==> src/rtl/multi_bit_bpred_table.sv <==
// Table of saturating branch-direction counters with a registered lookup port.
// Optional global-history (gshare) indexing is enabled by BPRED_GSHARE_EN.
module multi_bit_bpred_table #(
  parameter int CTR_BITS   = 2,
  parameter int INDEX_BITS = 4,
  parameter int MODE       = 0,
  parameter int HIST_BITS  = 4
) (
  input  logic                  clock,
  input  logic                  reset,
  input  logic                  flush,
  input  logic                  lookup_valid,
  input  logic [INDEX_BITS-1:0] lookup_idx,
  output logic                  pred_valid,
  output logic                  prediction,
  output logic                  pred_strong,
  output logic [INDEX_BITS-1:0] pred_index,
  input  logic                  update_valid,
  input  logic [INDEX_BITS-1:0] update_idx,
  input  logic                  update_taken
);

  localparam int ENTRIES = 1 << INDEX_BITS;
  localparam logic [CTR_BITS-1:0] INIT =
    {1'b0, {(CTR_BITS-1){1'b1}}};
  localparam logic [CTR_BITS-1:0] WT =
    {1'b1, {(CTR_BITS-1){1'b0}}};
  localparam logic [CTR_BITS-1:0] MAXV = '1;

  logic [CTR_BITS-1:0]   ctr_q [ENTRIES];
  logic [CTR_BITS-1:0]   rd_ctr;
  logic [CTR_BITS-1:0]   upd_ctr_d;
  logic [INDEX_BITS-1:0] rd_idx;

  logic                  pred_valid_q;
  logic                  prediction_q;
  logic                  pred_strong_q;
  logic [INDEX_BITS-1:0] pred_index_q;

`ifdef BPRED_GSHARE_EN
  logic [HIST_BITS-1:0] hist_q;
  logic [HIST_BITS-1:0] hist_d;

  assign rd_idx = lookup_idx ^ INDEX_BITS'(hist_q);
  assign hist_d = (hist_q << 1) | HIST_BITS'(update_taken);

  always_ff @(posedge clock or negedge reset) begin
    if (!reset) begin
      hist_q <= '0;
    end else if (flush) begin
      hist_q <= '0;
    end else if (update_valid) begin
      hist_q <= hist_d;
    end
  end
`else
  assign rd_idx = lookup_idx;
`endif

  assign rd_ctr = ctr_q[rd_idx];

  // Hysteresis mode jumps a weak counter straight to the opposite strong state
  always_comb begin
    upd_ctr_d = ctr_q[update_idx];
    if (MODE == 1 && update_taken && ctr_q[update_idx] == INIT) begin
      upd_ctr_d = MAXV;
    end else if (MODE == 1 && !update_taken && ctr_q[update_idx] == WT) begin
      upd_ctr_d = '0;
    end else if (update_taken) begin
      if (ctr_q[update_idx] != MAXV)
        upd_ctr_d = ctr_q[update_idx] + 1'b1;
    end else begin
      if (ctr_q[update_idx] != '0)
        upd_ctr_d = ctr_q[update_idx] - 1'b1;
    end
  end

  always_ff @(posedge clock or negedge reset) begin
    if (!reset) begin
      for (int i = 0; i < ENTRIES; i++) ctr_q[i] <= INIT;
    end else if (flush) begin
      for (int i = 0; i < ENTRIES; i++) ctr_q[i] <= INIT;
    end else if (update_valid) begin
      ctr_q[update_idx] <= upd_ctr_d;
    end
  end

  // Read-before-write: outputs sample the counter as it stood before this edge
  always_ff @(posedge clock or negedge reset) begin
    if (!reset) begin
      pred_valid_q  <= 1'b0;
      prediction_q  <= 1'b0;
      pred_strong_q <= 1'b0;
      pred_index_q  <= '0;
    end else begin
      pred_valid_q <= lookup_valid;
      if (lookup_valid) begin
        prediction_q  <= rd_ctr[CTR_BITS-1];
        pred_strong_q <= (rd_ctr == '0) || (rd_ctr == MAXV);
        pred_index_q  <= rd_idx;
      end
    end
  end

  assign pred_valid  = pred_valid_q;
  assign prediction  = prediction_q;
  assign pred_strong = pred_strong_q;
  assign pred_index  = pred_index_q;

endmodule

==> config.mk <==
export PLATFORM = sky130hd
export DESIGN_NAME = multi_bit_bpred_table
export DESIGN_NICKNAME = d
export VERILOG_FILES = /design/src/rtl/multi_bit_bpred_table.sv
export SDC_FILE = /design/constraint.sdc
export NUM_CORES = 1
export LEC_CHECK = 0
export CORE_UTILIZATION = 35
export CTS_CLUSTER_SIZE = 8
export DETAILED_ROUTE_END_ITERATION = 12
export PLACE_DENSITY = 0.53
export RECOVER_POWER = 25
export SETUP_SLACK_MARGIN = 0.2
export SLEW_MARGIN = 40
export SYNTH_ARGS = -nofsm -noshare
export SYNTH_HDL_FRONTEND = slang
export SYNTH_SLANG_ARGS = --single-unit
==> constraint.sdc <==
create_clock -name clock -period 2.2 [get_ports clock]
set_clock_uncertainty 0.1 [all_clocks]
set_input_delay 0.44 -clock clock [delete_from_list [all_inputs] [get_ports clock]]
set_output_delay 0.44 -clock clock [all_outputs]
set_load 0.005 [all_outputs]
# ---- Word level (Yosys, flattened, before mapping)
# Index checks and enable logic that the tools add are counted.
# W data, S select, Z words.
dict set report totals {
  regBits 39
  elab_cells 48
  inputBits 14
  output_inout_bits 7
}
dict set report op_classes {
  reduce_logical 5
  n_eq_ne 2
  n_lt_le_gt_ge 3
  add_sub_neg 2
  muxes 14
  bitwise_logic 2
}
# operator n
set op_table {}
lappend op_table {{$mux W32} 2}
lappend op_table {{$bwmux W32} 1}
lappend op_table {{$bmux W2 S4} 2}
lappend op_table {{$mux W2} 8}
lappend op_table {{$ge A5 B5 Y1 const B} 2}
lappend op_table {{$not A4 Y5} 2}
lappend op_table {{$demux W2 S4} 1}
lappend op_table {{$lt A5 B1 Y1 const B} 1}
lappend op_table {{$reduce_bool A2 Y1} 2}
lappend op_table {{$add A2 B1 Y2 const B} 1}
lappend op_table {{$eq A2 B2 Y1 const B} 1}
lappend op_table {{$logic_not A2 Y1} 1}
lappend op_table {{$ne A2 B2 Y1 const B} 1}
lappend op_table {{$sub A2 B1 Y2 const B} 1}
lappend op_table {{$logic_and A1 B1 Y1} 1}
lappend op_table {{$logic_or A1 B1 Y1} 1}

# ---- Logic depth before layout (Yosys ltp)
# Gate-level depths: netlist (run 1).
dict set report depth {
  ltp_word 10
  depth_mapped 6
  ltp_nobuf 5
}

# ---- Least setup slack after synthesis (run 1)
# No wires, ideal clock.
dict set report synth_timing {
  path_kind {input port to flip-flop}
  from {input lookup_idx[1]}
  to {register prediction_q (netlist: prediction)}
  n_path_buf 1
  setup_time_ns 0.125
  setup_slack_ns 0.150
  arrival_ns 1.825
  required_ns 1.975
  stages 4
  cell_sequence {buf_6 mux4_1 mux4_2 mux2_4}
}
dict set report synth_via {
  elab_chain_cells 4
}
# item line_no
set synth_rtl {}
lappend synth_rtl {{start: declaration} 13} ;# input logic [INDEX_BITS-1:0] lookup_idx,
lappend synth_rtl {{$not A4 Y5 (implied by the code)} 60} ;# assign rd_ctr = ctr_q[rd_idx];
lappend synth_rtl {{$bmux W2 S4} 60}
lappend synth_rtl {{$mux W2 (implied by the code) (2 in a row)} 60}
lappend synth_rtl {{end signal: assignment} 98} ;# prediction_q <= rd_ctr[CTR_BITS-1];
lappend synth_rtl {{end: declaration} 36} ;# logic prediction_q;
# No other way between the ends. The select of a mux whose other input is x is not followed.
# A chain may end at the register's enable or synchronous reset.

# ---- Worst setup path after layout (run 1)
# Ends and elaborated chain as after synthesis.

==> flow_metrics.tcl, run 1 <==
set metrics [dict create \
    status "finished clean" \
    coreArea_um2 5960 \
    num_vias 1675 \
    critical_path_peak_fanout 7 \
    power_density_nw_per_um2 523 \
    antenna_found_initial 0 \
    muxShareOfSynthArea 0.258 \
    busiest_layer "met2" \
    grt-ovfl-total 0 \
    fillers 541 \
    drv_slew 0 \
    synth_top_area_share 0.265 \
    globalRouteTotalUtil 0.188 \
    r2r_end "prediction" \
    worstHoldEndpoint "pred_index[0]" \
    synthAdderAreaFrac 0.0104 \
    cp_slowest_cell "mux4_2" \
    worst_hold_startpoint "pred_index[0]" \
    drtAntennaViolNets 0 \
    cp-start-kind "input pin" \
    cts_tree "done" \
    grt_setup_unrepaired "false" \
    worst_slew_pin_slew_ns 0.961 \
    finalCritPeriodShare 0.896 \
    crit_family "multiplexers" \
    fp.dieW_um 80.8 \
    drive_above_1_share 0.384 \
    cpMostUsedCell "mux4_2" \
    r2r_start "ctr_q[31]" \
    max_freq_mhz 507 \
    final_common_cell "nor2_1" \
    critPathBufInv 2 \
    nets 242 \
    hp-class "reg2reg" \
    root_buffer "clkbuf_8" \
    first_pass_iters 4 \
    netlist_top_cells_area "dfrtp_1 (27%), dfstp_2 (19%), mux4_2 (10%)" \
    pin_count 21 \
    setup.worst_path.end_class "register" \
    synth-compound-area-share 0.116 \
    routed_via_density 5.51 \
    setup-violations-final 0 \
    hold_ws_ns 0.415 \
    ys_ff_latch 39 \
    cp.arrival_ns 2.05 \
    p_total_w 0.00148 \
    r2r_cells 3 \
    cts_sinks 39 \
    synthSimpleGateAreaFrac 0.120 \
    groute.layer.met3.usage 0.0461 \
    crit_chain "clkdlybuf4s15_1 -> buf_6 -> mux4_2 -> mux4_2 -> mux2_4" \
    slew_headroom 0.360 \
    dieArea_um2 6520 \
    synth_top_family_by_area "multiplexers" \
    num_rows 28 \
    place_congestion 0.890 \
    clock_latency_ns 0.29 \
    synth_area_leader_cell "dfrtp_1" \
    portBuffers 20 \
    ir_worst_vdd_uv 258 \
    synth_area_um2 2170 \
    worstHoldPathCells 1 \
    synth_cells 181 \
    holdBufCountCts 0 \
    start_util 0.364 \
    numCtsBuffers 5 \
    cts_max_level 2 \
    hold_viol 0 \
    grt_pass1_vias 1742 \
    cts_buffer_depth 2 \
    drt-total-wl_mm 5.42 \
    cp_data_required_time_ns 2.28 \
    synthXorXnorAreaFrac 0.00807 \
    most-common-layout-cells "nor2_1 (29), buf_4 (25), dfrtp_1 (23), nor3_1 (19)" \
    use_met1 0.248 \
    p_leak_nw 1.07 \
    die_h_um 80.8 \
    finalCriticalPeriod_ns 1.97 \
    grt_pass1_wl_mm 8.99 \
    synth_cell_types 24 \
    synth_fp_nets 195 \
    r2r_slack_ns 0.32 \
    diodes 0 \
    crit_type "in2reg" \
    grt_max_degree 40 \
    synth_warnings 0 \
    drc_errors 0 \
    yosysSeqAreaShare 0.459 \
    drtIter0Drc 98 \
    wl_per_cell_um 17.8 \
    utilization 0.475 \
    grtUsageMet2 0.300 \
    max_cap_violations 0 \
    area_delta_synth_final_pct 30.3 \
    synth_area_per_cell_um2 12.0 \
    cpPeakStageDelay_ns 0.54 \
    path_clk_slew_ns 0.08 \
    hpwl_mm 4.06 \
]
-- sequential cells by signal, indices dropped and copies added (netlist names) --
name and flops:
pred_strong 1, prediction 1, pred_index 4, pred_valid 1, ctr_q 32
-- area by class of cell --
class,count,area [um^2],share of cell area
clock buffers,8,80.1,0.0283
repair buffers,51,489,0.173
flip-flops and latches,39,996,0.352
inverters,1,3.75,0.00133
multi-input cells,130,1160,0.412
well taps,75,93.8,0.0332
-- Yosys cell counts (all sizes together) --
cell     n
nor2    29
dfrtp   23
nor3    20
a21oi   19
mux4    17
a211oi  16
dfstp   16
mux2i    9
clkbuf   8
mux2     5
buf      3
nand2    3
maj3     2
nand2b   2
nand3b   2
o21bai   2
xnor2    2
inv      1
nand3    1
or3b     1
-- worst max-delay path by stage --
stage / end / start / depth (start not counted) / slack [ns]
2_1_floorplan: prediction / lookup_idx[1] / 4 / 0.21
3_3_place_gp: prediction / lookup_idx[1] / 5 / -0.37
3_5_place_dp: prediction / lookup_idx[1] / 5 / -0.41
4_1_cts: prediction / lookup_idx[1] / 5 / 0.19
5_1_grt: prediction / lookup_idx[1] / 5 / 0.20
6_report: prediction / lookup_idx[1] / 5 / 0.23
-- worst reg2reg max path, cell delays in order (launching register included) --
cell and delay (ns):
dfrtp_1 0.42, mux4_2 0.51, mux4_2 0.47, mux2_4 0.27
-- logic make-up after synthesis --
group | count (synthesis)
xor gates and xnor gates | 2
buffers and inverters | 12
muxes | 31
DFF | 39
and+or+nand+nor | 58
AOI/OAI and AO/OA | 37
adders and majority gates | 2
-- per-layer routing --
layer | share of wire | wire [um]
met1 | 0.44 | 2410
met2 | 0.48 | 2600
met3 | 0.057 | 310
met4 | 0.018 | 100
met5 | 0 | 0
-- what timing repair did --
item / in CTS / in global routing
gates resized for setup: 13 / 9
pin swaps: 4 / 2
setup buffers: 2 / 0
gates cloned: 1 / 0
endpoints found under the setup margin: 34 / 21
-- report_power, final --
| group | leakage (nW) | internal, W | total [W] | switching, W |
|---|---|---|---|---|
| Combinational | 0.556 | 0.000130 | 0.000249 | 0.000119 |
| Sequential | 0.475 | 0.000746 | 0.000764 | 0.0000174 |
| Clock | 0.0395 | 0.000225 | 0.000465 | 0.000239 |
| Total | 1.07 | 0.00110 | 0.00148 | 0.000376 |
-- metrics by stage --
stage	std cells	setup TNS, ns	worst slack (ns)	cell area [um^2]
finish	304	0	0.228	2830
CTS	304	0	0.188	2800
global placement	293	-11.12	-0.371	2640
floorplan	181	0	0.207	2160
detailed placement	293	-12.25	-0.415	2640
global route	304	0	0.200	2830
No activity file was read; power rests on OpenSTA's default activity.
==> run 2: changes to the inputs <==
--- a/config.mk
+++ b/config.mk
@@ -5,11 +5,12 @@
 export SDC_FILE = /design/constraint.sdc
 export NUM_CORES = 1
 export LEC_CHECK = 0
+export ABC_AREA = 1
 export CORE_UTILIZATION = 35
 export CTS_CLUSTER_SIZE = 8
 export DETAILED_ROUTE_END_ITERATION = 12
 export PLACE_DENSITY = 0.53
-export RECOVER_POWER = 25
+export RECOVER_POWER = 50
 export SETUP_SLACK_MARGIN = 0.2
 export SLEW_MARGIN = 40
 export SYNTH_ARGS = -nofsm -noshare
==> flow_metrics.tcl, run 2 <==
set metrics [dict create \
    portBuffers 20 \
    synth_top_area_share 0.228 \
    drt-total-wl_mm 8.08 \
    ys_ff_latch 39 \
    yosysSeqAreaShare 0.395 \
    finalCriticalPeriod_ns 1.88 \
    synthTopCellsByCount "nand2_1 (145), nand3_1 (37), nor2_1 (37)" \
    crit_type "in2reg" \
    max_freq_mhz 531 \
    p_int_w 0.00119 \
    most-common-layout-cells "nand2_1 (144), nor2_1 (35), nand3_1 (35), inv_1 (33), buf_4 (30)" \
    hpwl_mm 5.98 \
    synth_edf_count 0 \
    combPwrFrac 0.214 \
    synth_cell_types 24 \
    grt_max_degree 40 \
    fin_cells 533 \
    synth_cells 385 \
    synth_area_um2 2520 \
    top_register "ctr_q" \
    place_inst 523 \
    slew_headroom 0.322 \
    coreArea_um2 6870 \
    place_congestion 0.920 \
    r2r_slack_ns 0.55 \
    switching_share 0.301 \
    worst_slew_pin_slew_ns 1.02 \
    status "finished clean" \
    hold_ws_ns 0.288 \
    grt-ovfl-total 0 \
    numCtsBuffers 5 \
    die_h_um 86.9 \
    cp-startpoint "update_idx[2]" \
    globalRouteTotalUtil 0.230 \
    async_reset_ff_frac 1.00 \
    cts_tree "done" \
    cp-start-kind "input pin" \
    largest_register_ff_count 32 \
    num_rows 30 \
    highest_layer "met4" \
    path_clk_slew_ns 0.08 \
    seqPwrFrac 0.461 \
    cp_data_required_time_ns 2.34 \
    critical_path_peak_fanout 8 \
    ir_worst_vdd_uv 243 \
    setup.worst_path.end_class "register" \
    switchingPower_w 0.000511 \
    cts_buffer_depth 2 \
    r2r_start "ctr_q[20]" \
    area_delta_synth_final_pct 27.9 \
    setup-violations-final 0 \
    cp.arrival_ns 2.02 \
    grt_setup_unrepaired "false" \
    dieArea_um2 7550 \
    cts_max_level 2 \
    drc_errors 0 \
    wl_met1_mm 3.71 \
    synth.most_common_cell "nand2_1" \
    fp.dieW_um 86.9 \
    drv_slew 0 \
    finalCritPeriodShare 0.856 \
    p_leak_nw 1.61 \
    grt_pass1_wl_mm 13.1 \
    pin_count 21 \
    grt_pass1_vias 2567 \
    synth_fp_nets 399 \
    wl_per_cell_um 15.2 \
    hold_viol 0 \
    diodes 0 \
    drtAntennaViolNets 0 \
    setup_ws_ns 0.316 \
    root_buffer "clkbuf_8" \
    wl_met3_um 393 \
    antenna_found_initial 0 \
    pre_cts_ws_ns -0.149 \
    max_cap_violations 0 \
    synth_area_per_cell_um2 6.55 \
    r2r_cells 11 \
    nets 450 \
    power_density_nw_per_um2 526 \
    cts_sinks 39 \
    endpoint "ctr_q[8]" \
    clock_latency_ns 0.29 \
    holdBufCountCts 0 \
    synth_warnings 0 \
    drtIter0Drc 199 \
    num_vias 2677 \
    dr_wl_met2_mm 3.82 \
    p_clk_frac 0.325 \
    start_util 0.367 \
    first_pass_iters 5 \
    yosys_most_used_dff "dfrtp_1" \
    r2r_end "ctr_q[18]" \
    hp-class "in2async" \
    netlist_top_cells_area "dfrtp_1 (23%), nand2_1 (22%), dfstp_2 (17%)" \
    final_common_cell "nand2_1" \
    routed_via_density 5.02 \
    synth_area_leader_cell "dfrtp_1" \
    drive_above_1_share 0.188 \
]
## run 2: changes by cell type after synthesis, sizes merged, moves of 9 or more
| cell | before | now |
|---|---|---|
| nand3 | 1 | 38 |
| inv | 1 | 35 |
| mux4 | 17 | 0 |
| o21ai | 0 | 19 |
| mux2i | 9 | 0 |
| a211oi | 16 | 0 |
| nand2 | 3 | 152 |
| nor2 | 29 | 39 |
## run 2: worst max-delay path, cell delays in order
cell and delay (ns):
clkdlybuf4s50_1 0.42, buf_4 0.15, nor2_1 0.23, nand2_1 0.11, nand2_2 0.12, nor2_1 0.07
nand2_2 0.11, nand2_4 0.13, nand2_4 0.13, nand2_1 0.06, nand2_1 0.05
## run 2: metal layers
metal,global-route usage,up-vias
li1,-,1335
met1,0.308,1254
met2,0.386,74
met3,0.0351,14
met4,0.0652,0
met5,0,-
## run 2: power by group through the flow
| stage | clock [W] | combinational, W | sequential, W |
|---|---|---|---|
| 2_1_floorplan | 0 | 0.000184 | 0.000788 |
| 3_3_place_gp | 0 | 0.000338 | 0.000795 |
| 3_5_place_dp | 0 | 0.000340 | 0.000795 |
| 4_1_cts | 0.000577 | 0.000356 | 0.000782 |
| 5_1_grt | 0.000597 | 0.000398 | 0.000787 |
| 6_report | 0.000552 | 0.000363 | 0.000782 |
## run 2: stage by stage
step | instance area (um^2) | total power [W] | utilization | TNS, ns
2_1_floorplan | 2520 | 0.000972 | - | 0
3_3_place_gp | 3040 | 0.00113 | 0.443 | -2.62
3_5_place_dp | 3040 | 0.00114 | 0.443 | -3.26
4_1_cts | 3180 | 0.00172 | 0.462 | 0
5_1_grt | 3230 | 0.00178 | 0.470 | 0
6_report | 3230 | 0.00170 | 0.470 | 0
## run 2: worst min path at each step
stage | to | from | slack, ns | cells past startpoint
3_3_place_gp | ctr_q[15] | ctr_q[15] | 0.37 | 2
6_report | ctr_q[11] | reset | 0.29 | 2
4_1_cts | pred_index[1] | reset | 0.12 | 2
2_1_floorplan | ctr_q[11] | reset | 0.04 | 0
5_1_grt | ctr_q[11] | reset | 0.38 | 2
3_5_place_dp | pred_strong | pred_strong | 0.37 | 2
## run 2: repair_timing
action / CTS / global route
gates resized for setup: 4 / 17
cloned: 2 / 0
endpoints found under the setup margin: 10 / 33
buffers inserted: 0 / 0
pin swaps: 3 / 5
## run 2: logic make-up after synthesis
family	count (synthesis)	synth area share
simple gates	247	0.411
buf+inv	52	0.0893
compound gates	47	0.105
flops	39	0.395
## run 2: final cells by class
| type | count | area (um^2) |
|---|---|---|
| clock inverters | 1 | 7.51 |
| clock buffers | 7 | 96.3 |
| repair buffers | 57 | 509 |
| fillers | 731 | 3640 |
| flip-flops and latches | 39 | 996 |
| well taps | 96 | 120 |
| inverters | 37 | 141 |
| multi-input cells | 296 | 1360 |
